$ cat src/rtl/alu_collect_pkg.sv
// Shared encodings and decode helpers for the ALU result collector.
// Optional statistics outputs are built when ALU_COLLECT_STATS_EN is defined.
package alu_collect_pkg;

    localparam int unsigned CMD_W = 4;

    // Arithmetic commands (MODE = 1)
    localparam logic [CMD_W-1:0] CMD_ADD     = 4'd0;
    localparam logic [CMD_W-1:0] CMD_SUB     = 4'd1;
    localparam logic [CMD_W-1:0] CMD_ADD_CIN = 4'd2;
    localparam logic [CMD_W-1:0] CMD_SUB_CIN = 4'd3;
    localparam logic [CMD_W-1:0] CMD_INC_A   = 4'd4;
    localparam logic [CMD_W-1:0] CMD_DEC_A   = 4'd5;
    localparam logic [CMD_W-1:0] CMD_INC_B   = 4'd6;
    localparam logic [CMD_W-1:0] CMD_DEC_B   = 4'd7;
    localparam logic [CMD_W-1:0] CMD_CMP     = 4'd8;
    localparam logic [CMD_W-1:0] CMD_MUL_IN  = 4'd9;
    localparam logic [CMD_W-1:0] CMD_MUL_S   = 4'd10;

    // Logical commands (MODE = 0)
    localparam logic [CMD_W-1:0] CMD_AND     = 4'd0;
    localparam logic [CMD_W-1:0] CMD_NAND    = 4'd1;
    localparam logic [CMD_W-1:0] CMD_OR      = 4'd2;
    localparam logic [CMD_W-1:0] CMD_NOR     = 4'd3;
    localparam logic [CMD_W-1:0] CMD_XOR     = 4'd4;
    localparam logic [CMD_W-1:0] CMD_XNOR    = 4'd5;
    localparam logic [CMD_W-1:0] CMD_NOT_A   = 4'd6;
    localparam logic [CMD_W-1:0] CMD_NOT_B   = 4'd7;
    localparam logic [CMD_W-1:0] CMD_SHR1_A  = 4'd8;
    localparam logic [CMD_W-1:0] CMD_SHL1_A  = 4'd9;
    localparam logic [CMD_W-1:0] CMD_SHR1_B  = 4'd10;
    localparam logic [CMD_W-1:0] CMD_SHL1_B  = 4'd11;
    localparam logic [CMD_W-1:0] CMD_ROL     = 4'd12;
    localparam logic [CMD_W-1:0] CMD_ROR     = 4'd13;

    // Operand tracker states
    localparam logic [0:0] ST_IDLE      = 1'b0;
    localparam logic [0:0] ST_WAIT_OPND = 1'b1;

    // Multiply commands take the longer ALU latency
    function automatic logic is_mul(input logic mode, input logic [CMD_W-1:0] cmd);
        return mode && (cmd == CMD_MUL_IN || cmd == CMD_MUL_S);
    endfunction

    // Single-operand commands never wait for the second operand
    function automatic logic needs_both(input logic mode, input logic [CMD_W-1:0] cmd);
        if (mode)
            return !(cmd inside {CMD_INC_A, CMD_DEC_A, CMD_INC_B, CMD_DEC_B});
        else
            return !(cmd inside {CMD_NOT_A, CMD_NOT_B, CMD_SHR1_A, CMD_SHL1_A,
                                 CMD_SHR1_B, CMD_SHL1_B});
    endfunction

endpackage

$ cat src/rtl/alu_result_fifo.sv
// First-word-fall-through FIFO; push while full is accepted only alongside a pop.
module alu_result_fifo #(
    parameter int unsigned W     = 16,
    parameter int unsigned DEPTH = 4
) (
    input  logic         CLK,
    input  logic         RST,
    input  logic         push,
    input  logic [W-1:0] din,
    input  logic         pop,
    output logic [W-1:0] dout,
    output logic         full,
    output logic         empty
);
    localparam int unsigned AW = $clog2(DEPTH);

    logic [W-1:0] mem [DEPTH];
    logic [AW:0]  wr_ptr;
    logic [AW:0]  rd_ptr;
    logic         do_push;
    logic         do_pop;

    assign empty   = (wr_ptr == rd_ptr);
    assign full    = (wr_ptr[AW] != rd_ptr[AW]) && (wr_ptr[AW-1:0] == rd_ptr[AW-1:0]);
    assign do_pop  = pop && !empty;
    assign do_push = push && (!full || do_pop);
    assign dout    = mem[rd_ptr[AW-1:0]];

    // Storage and pointer update
    always_ff @(posedge CLK) begin
        if (RST) begin
            wr_ptr <= '0;
            rd_ptr <= '0;
            for (int i = 0; i < DEPTH; i++) mem[i] <= '0;
        end else begin
            if (do_push) begin
                mem[wr_ptr[AW-1:0]] <= din;
                wr_ptr              <= wr_ptr + (AW+1)'(1);
            end
            if (do_pop) rd_ptr <= rd_ptr + (AW+1)'(1);
        end
    end

endmodule

$ cat src/rtl/alu_result_collector.sv
// Snoops ALU issue, samples ALU outputs when each result is due, and queues them.
// Define ALU_COLLECT_STATS_EN to add the cap_cnt/drop_cnt/to_cnt statistics outputs.
module alu_result_collector
    import alu_collect_pkg::*;
#(
    parameter int unsigned WIDTH     = 8,
    parameter int unsigned CMD_WIDTH = 4,
    parameter int unsigned LAT_STD   = 1,
    parameter int unsigned LAT_MUL   = 2,
    parameter int unsigned TIMEOUT   = 16,
    parameter int unsigned DEPTH     = 4
) (
    input  logic                 CLK,
    input  logic                 RST,
    input  logic                 CE,
    input  logic                 MODE,
    input  logic [CMD_WIDTH-1:0] CMD,
    input  logic [1:0]           INP_VALID,
    input  logic [WIDTH:0]       RES,
    input  logic                 COUT,
    input  logic                 OFLOW,
    input  logic                 G,
    input  logic                 L,
    input  logic                 E,
    input  logic                 ERR,
    output logic                 res_valid,
    input  logic                 res_ready,
    output logic [WIDTH+6:0]     res_data,
    output logic [CMD_WIDTH:0]   res_tag,
    output logic                 res_timeout,
    output logic                 drop
`ifdef ALU_COLLECT_STATS_EN
    ,
    output logic [15:0]          cap_cnt,
    output logic [15:0]          drop_cnt,
    output logic [7:0]           to_cnt
`endif
);
    localparam int unsigned DW   = WIDTH + 7;
    localparam int unsigned TW   = CMD_WIDTH + 1;
    localparam int unsigned FW   = DW + TW + 1;
    localparam int unsigned CNTW = $clog2(TIMEOUT + 1);
    localparam int unsigned LW   = $clog2(LAT_MUL + 1);

    logic [0:0]      state_q, state_d;
    logic [TW-1:0]   wtag_q, wtag_d;
    logic [CNTW-1:0] wcnt_q, wcnt_d;

    logic            sched_c;
    logic [LW-1:0]   sched_lat_c;
    logic [TW-1:0]   sched_tag_c;
    logic [TW-1:0]   cur_tag_c;
    logic            to_cap_c;
    logic            collide_c;

    // Delay line stages 1..LAT_MUL; the capture register below is its final stage
    logic [LAT_MUL:1] dl_v_q, dl_v_d;
    logic [TW-1:0]    dl_t_q [1:LAT_MUL];
    logic [TW-1:0]    dl_t_d [1:LAT_MUL];

    logic            cap_v_q;
    logic [DW-1:0]   cap_d_q;
    logic [TW-1:0]   cap_t_q;
    logic            cap_to_q;
    logic            drop_q;

    logic            fifo_full;
    logic            fifo_empty;
    logic            pop_c;
    logic            lost_c;
    logic [FW-1:0]   fifo_dout;

    function automatic logic [LW-1:0] op_lat(input logic m, input logic [CMD_W-1:0] c);
        return is_mul(m, c) ? LW'(LAT_MUL) : LW'(LAT_STD);
    endfunction

    assign cur_tag_c = {MODE, CMD};

    // Tracker state register
    always_ff @(posedge CLK) begin
        if (RST) begin
            state_q <= ST_IDLE;
            wtag_q  <= '0;
            wcnt_q  <= '0;
        end else begin
            state_q <= state_d;
            wtag_q  <= wtag_d;
            wcnt_q  <= wcnt_d;
        end
    end

    // Tracker next state: decide when an issued op is scheduled or times out
    always_comb begin
        state_d     = state_q;
        wtag_d      = wtag_q;
        wcnt_d      = wcnt_q;
        sched_c     = 1'b0;
        sched_lat_c = '0;
        sched_tag_c = cur_tag_c;
        to_cap_c    = 1'b0;
        case (state_q)
            ST_IDLE: begin
                if (CE) begin
                    if (INP_VALID == 2'b00) begin
                        sched_c     = 1'b1;
                        sched_lat_c = LW'(1);
                    end else if (INP_VALID == 2'b11 || !needs_both(MODE, CMD_W'(CMD))) begin
                        sched_c     = 1'b1;
                        sched_lat_c = op_lat(MODE, CMD_W'(CMD));
                    end else begin
                        state_d = ST_WAIT_OPND;
                        wtag_d  = cur_tag_c;
                        wcnt_d  = '0;
                    end
                end
            end
            ST_WAIT_OPND: begin
                if (CE) begin
                    if (INP_VALID == 2'b11) begin
                        sched_c     = 1'b1;
                        sched_tag_c = wtag_q;
                        sched_lat_c = op_lat(wtag_q[TW-1], CMD_W'(wtag_q[CMD_WIDTH-1:0]));
                        state_d     = ST_IDLE;
                    end else if (wcnt_q == CNTW'(TIMEOUT - 1)) begin
                        to_cap_c = 1'b1;
                        state_d  = ST_IDLE;
                    end else begin
                        wcnt_d = wcnt_q + CNTW'(1);
                    end
                end
            end
            default: state_d = ST_IDLE;
        endcase
    end

    // Delay line shift with new issue inserted; an occupied slot is overwritten by the newer op
    always_comb begin
        dl_v_d = '0;
        for (int i = 1; i <= LAT_MUL; i++) dl_t_d[i] = '0;
        for (int i = 1; i < LAT_MUL; i++) begin
            dl_v_d[i] = dl_v_q[i+1];
            dl_t_d[i] = dl_t_q[i+1];
        end
        collide_c = 1'b0;
        for (int i = 1; i <= LAT_MUL; i++) begin
            if (sched_c && sched_lat_c == LW'(i)) begin
                collide_c = dl_v_d[i];
                dl_v_d[i] = 1'b1;
                dl_t_d[i] = sched_tag_c;
            end
        end
    end

    assign pop_c  = !fifo_empty && res_ready;
    assign lost_c = cap_v_q && fifo_full && !pop_c;

    // Delay line, capture register and drop pulse
    always_ff @(posedge CLK) begin
        if (RST) begin
            dl_v_q   <= '0;
            for (int i = 1; i <= LAT_MUL; i++) dl_t_q[i] <= '0;
            cap_v_q  <= 1'b0;
            cap_d_q  <= '0;
            cap_t_q  <= '0;
            cap_to_q <= 1'b0;
            drop_q   <= 1'b0;
        end else begin
            dl_v_q   <= dl_v_d;
            for (int i = 1; i <= LAT_MUL; i++) dl_t_q[i] <= dl_t_d[i];
            cap_v_q  <= dl_v_q[1] || to_cap_c;
            cap_d_q  <= {ERR, OFLOW, COUT, G, L, E, RES};
            cap_t_q  <= to_cap_c ? wtag_q : dl_t_q[1];
            cap_to_q <= to_cap_c;
            drop_q   <= collide_c || lost_c;
        end
    end

    alu_result_fifo #(
        .W     (FW),
        .DEPTH (DEPTH)
    ) u_fifo (
        .CLK   (CLK),
        .RST   (RST),
        .push  (cap_v_q),
        .din   ({cap_to_q, cap_t_q, cap_d_q}),
        .pop   (pop_c),
        .dout  (fifo_dout),
        .full  (fifo_full),
        .empty (fifo_empty)
    );

    assign res_valid   = !fifo_empty;
    assign res_data    = fifo_dout[DW-1:0];
    assign res_tag     = fifo_dout[DW+TW-1:DW];
    assign res_timeout = fifo_dout[FW-1];
    assign drop        = drop_q;

`ifdef ALU_COLLECT_STATS_EN
    logic push_ok_c;
    assign push_ok_c = cap_v_q && (!fifo_full || pop_c);

    // Saturating event counters
    always_ff @(posedge CLK) begin
        if (RST) begin
            cap_cnt  <= '0;
            drop_cnt <= '0;
            to_cnt   <= '0;
        end else begin
            if (push_ok_c && cap_cnt != 16'hFFFF) cap_cnt <= cap_cnt + 16'd1;
            if ((collide_c || lost_c) && drop_cnt != 16'hFFFF) drop_cnt <= drop_cnt + 16'd1;
            if (to_cap_c && to_cnt != 8'hFF) to_cnt <= to_cnt + 8'd1;
        end
    end
`endif

endmodule
$ cat config.mk
export PLATFORM = sky130hd
export DESIGN_NAME = alu_result_collector
export DESIGN_NICKNAME = d
export VERILOG_FILES = /design/src/rtl/alu_collect_pkg.sv /design/src/rtl/alu_result_fifo.sv /design/src/rtl/alu_result_collector.sv
export SDC_FILE = /design/constraint.sdc
export NUM_CORES = 1
export LEC_CHECK = 0
export CAP_MARGIN = 20
export CORE_UTILIZATION = 30
export DETAILED_ROUTE_END_ITERATION = 12
export GPL_ROUTABILITY_DRIVEN = 0
export PLACE_DENSITY_LB_ADDON = 0.3
export SLEW_MARGIN = 25
export SYNTH_ARGS = -nofsm -noshare
export SYNTH_HDL_FRONTEND = slang
export SYNTH_SLANG_ARGS = --single-unit
$ cat constraint.sdc
create_clock -name CLK -period 2.4 [get_ports CLK]
set_input_delay 0.48 -clock CLK [delete_from_list [all_inputs] [get_ports CLK]]
set_output_delay 0.48 -clock CLK [all_outputs]
set_load 0.01 [all_outputs]
==> summary.txt <==
Placed design
  • I/O Buffers: 48
  • Post-placement cell area: 6684 um2
  • Setup WS pre-CTS: 0.1786 ns
  • Post-DP HPWL: 6995 um

Cells and area
  • Share of layout cells above drive strength 1: 0.1565
  • Commonest non-fill, non-tap cells in the layout: and2_1, edfxtp_1, dfxtp_1
  • Fill cell count: 1807
  • Nets: 509
  • Final core utilization: 0.3844
  • Ant diodes: 0
  • Final Cell Area: 7238 um2
  • P&R area growth vs syn: 24.41%

Power and ir drop
  • Leak: 2.744 nW
  • Total Power: 5.533 mW
  • Peak supply drop: 0.4489 mV
  • PD cells: 764.4 nW/um2

Drt
  • WL/cell: 15.59 um
  • DR iter-0 viols: 136
  • Post-Route WL: 11720 um
  • Pre-Repair DR Iteration Count: 4
  • Vias per cell: 4.452
  • Vias: 3348
  • DRC: 0
  • DRT antenna net count: 0

Die
  • Row count: 50
  • Chip height: 141.3 um
  • Die Area: 19950 um2
  • Die span in x: 141.3 um
  • Starting Density: 0.3090
  • Ports: 49
  • Core Area: 18830 um2

Clock tree
  • CTS max path bufs: 2
  • Clock Sink Count: 138
  • CTS root buf: clkbuf_16
  • Depth of the CTS H-tree: 4
  • CTS buffer count: 17
  • Post-cts hold buffer count: 0
  • Worst skew pair latency: 0.42 ns
  • Clk slew on worst S/H paths: 0.05 ns
  • TritonCTS clock tree: done

Yosys
  • Asr flop ratio synth: 0
  • EDFF count, synth: 84
  • Area share of the leading cell type in the synthesized netlist: 0.4335
  • Synth top area cells: edfxtp_1, dfxtp_1, and2_1, mux4_2, mux2i_1
  • Synth Flop Type: edfxtp_1
  • Syn_area_per_cell: 13.82 um2
  • Dominant cell type by area after synthesis: edfxtp_1
  • Netlist cell types: 49
  • Mapped Cells: 421
  • Syn Nets: 451
  • Number of synthesized register bits: 138
  • YS warnings: 0
  • Register area share after synthesis: 0.6194
  • Synth Cell Area: 5818 um2

GRT
  • Largest net degree at the start of global routing: 53
  • Remaining Overflow, GRT: 0
  • Initial antenna violation count: 0
  • Global-route wire length before repair: 18530 um
  • Vias in the first global route: 3421
  • GRT Resource Usage Total: 0.1278

Timing
  • RSZ-0062 raised after global routing: no
  • Hold Violations, Final: 0
  • Period minus WS final: 2.310 ns
  • Clock Skews: 0.005470 ns
  • Max-slew violation count: 0
  • Fmax: 432.8 MHz
  • Worst slew pin tran: 0.6236 ns
  • Final period utilization: 0.9627
  • Setup TNS: 0 ns
  • Final setup margin: 0.08957 ns
  • Max_slew headroom: 0.5843
  • Final setup vio count: 0

Setup path
  • CP Capture Type: output pin
  • Worst Reg-to-Reg Cells: 6
  • Worst EP arrival: 1.83 ns
  • CP required: 1.92 ns
  • Setup crit start kind: flop
  • CP Max Fanout: 11
  • Crit Path Class: reg -> out

Hold path
  • Min-delay worst type: reg -> reg
  • WHS Path Cells: 2

Flow run
  • Total of max-cap violations: 0

Status
  • Status: complete, no violations
==> synthesized netlist by cell type (4+ instances only) <==
cell type / count
a211oi_1: 5
a211oi_2: 5
a21oi_1: 6
and2_1: 84
buf_2: 11
buf_4: 4
clkbuf_1: 10
dfxtp_1: 54
edfxtp_1: 84
ha_1: 4
inv_1: 5
mux2i_1: 17
mux4_2: 21
nand2_1: 5
nor2_1: 25
nor2b_1: 17
nor3_1: 9
xnor2_1: 5
xor2_1: 7
==> where the power goes <==
part           internal (mW)  switching [mW]  total (mW)
logic                  0.232           0.224       0.457
clock network           1.50           0.918        2.42
registers               2.60          0.0499        2.65
==> what timing repair did <==
action                                  in CTS  in global routing
gates resized for setup                     23                  4
gates cloned                                 1                  0
setup buffers                                0                  0
pin swaps                                    0                  0
endpoints found under the setup margin      21                  4
==> area by class of cell <==
cell class | instances | area [um2] | area share
Clock buffer | 21 | 440.4 | 0.06085
Clock inverter | 11 | 103.9 | 0.01435
Inverter | 5 | 18.77 | 0.002593
Multi-Input combinational cell | 253 | 2073 | 0.2864
Tap cell | 260 | 325.3 | 0.04494
Timing Repair Buffer | 64 | 666.9 | 0.09213
Sequential cell | 138 | 3610 | 0.4987
==> registers in the layout (all words and copies together) (netlist names), named ones only <==
name,cells
u_fifo.mem,84
cap_d_q,15
dl_t_q,10
cap_t_q,5
wcnt_q,5
wtag_q,5
u_fifo.rd_ptr,3
u_fifo.wr_ptr,3
dl_v_q,2
cap_to_q,1
cap_v_q,1
drop,1
state_q,1
==> per-stage QoR <==
stage          hold WS [ns]  cells
6_report             0.4452    752
5_1_grt              0.4708    752
4_1_cts              0.4488    752
3_5_place_dp         0.4353    719
3_3_place_gp         0.4242    719
2_1_floorplan        0.4161    421
==> final timing paths <==
| check | endpoint | slack [ns] | start |
|---|---|---|---|
| max | res_tag[2] | 0.09 | flop |
| min | cap_v_q$_SDFF_PP0_ | 0.45 | dl_v_q[1]$_SDFF_PP0_ |
| max reg2reg | u_fifo.mem[0][16]$_SDFFCE_PN0P_ | 0.49 | u_fifo.wr_ptr[0]$_SDFFE_PP0P_ |
| min reg2reg | cap_v_q$_SDFF_PP0_ | 0.45 | dl_v_q[1]$_SDFF_PP0_ |
==> kinds of logic after synthesis <==
group           after synthesis  synth area share
mux                          38            0.1105
compound gates               33           0.04882
flops                       138            0.6194
fa+ha+maj                     4          0.008602
buf+inv                      30           0.02430
xor+xnor                     13           0.02086
other cells                   1         0.0006445
simple gates                164            0.1669
==> layer usage <==
metal	track usage	routed length [um]	vias to the layer above
met1	0.1447	5057	1634
met2	0.2223	6013	65
met4	0.05378	162	0
met5	0	0	-
li1	-	-	1638
met3	0.04016	490	11
==> critical path: stages, from the launching register on <==
cell and delay (ns):
dfxtp_4 0.39, buf_12 0.17, mux4_2 0.54, dlygate4sd2_1 0.31
Power figures use the tool's default switching activity.
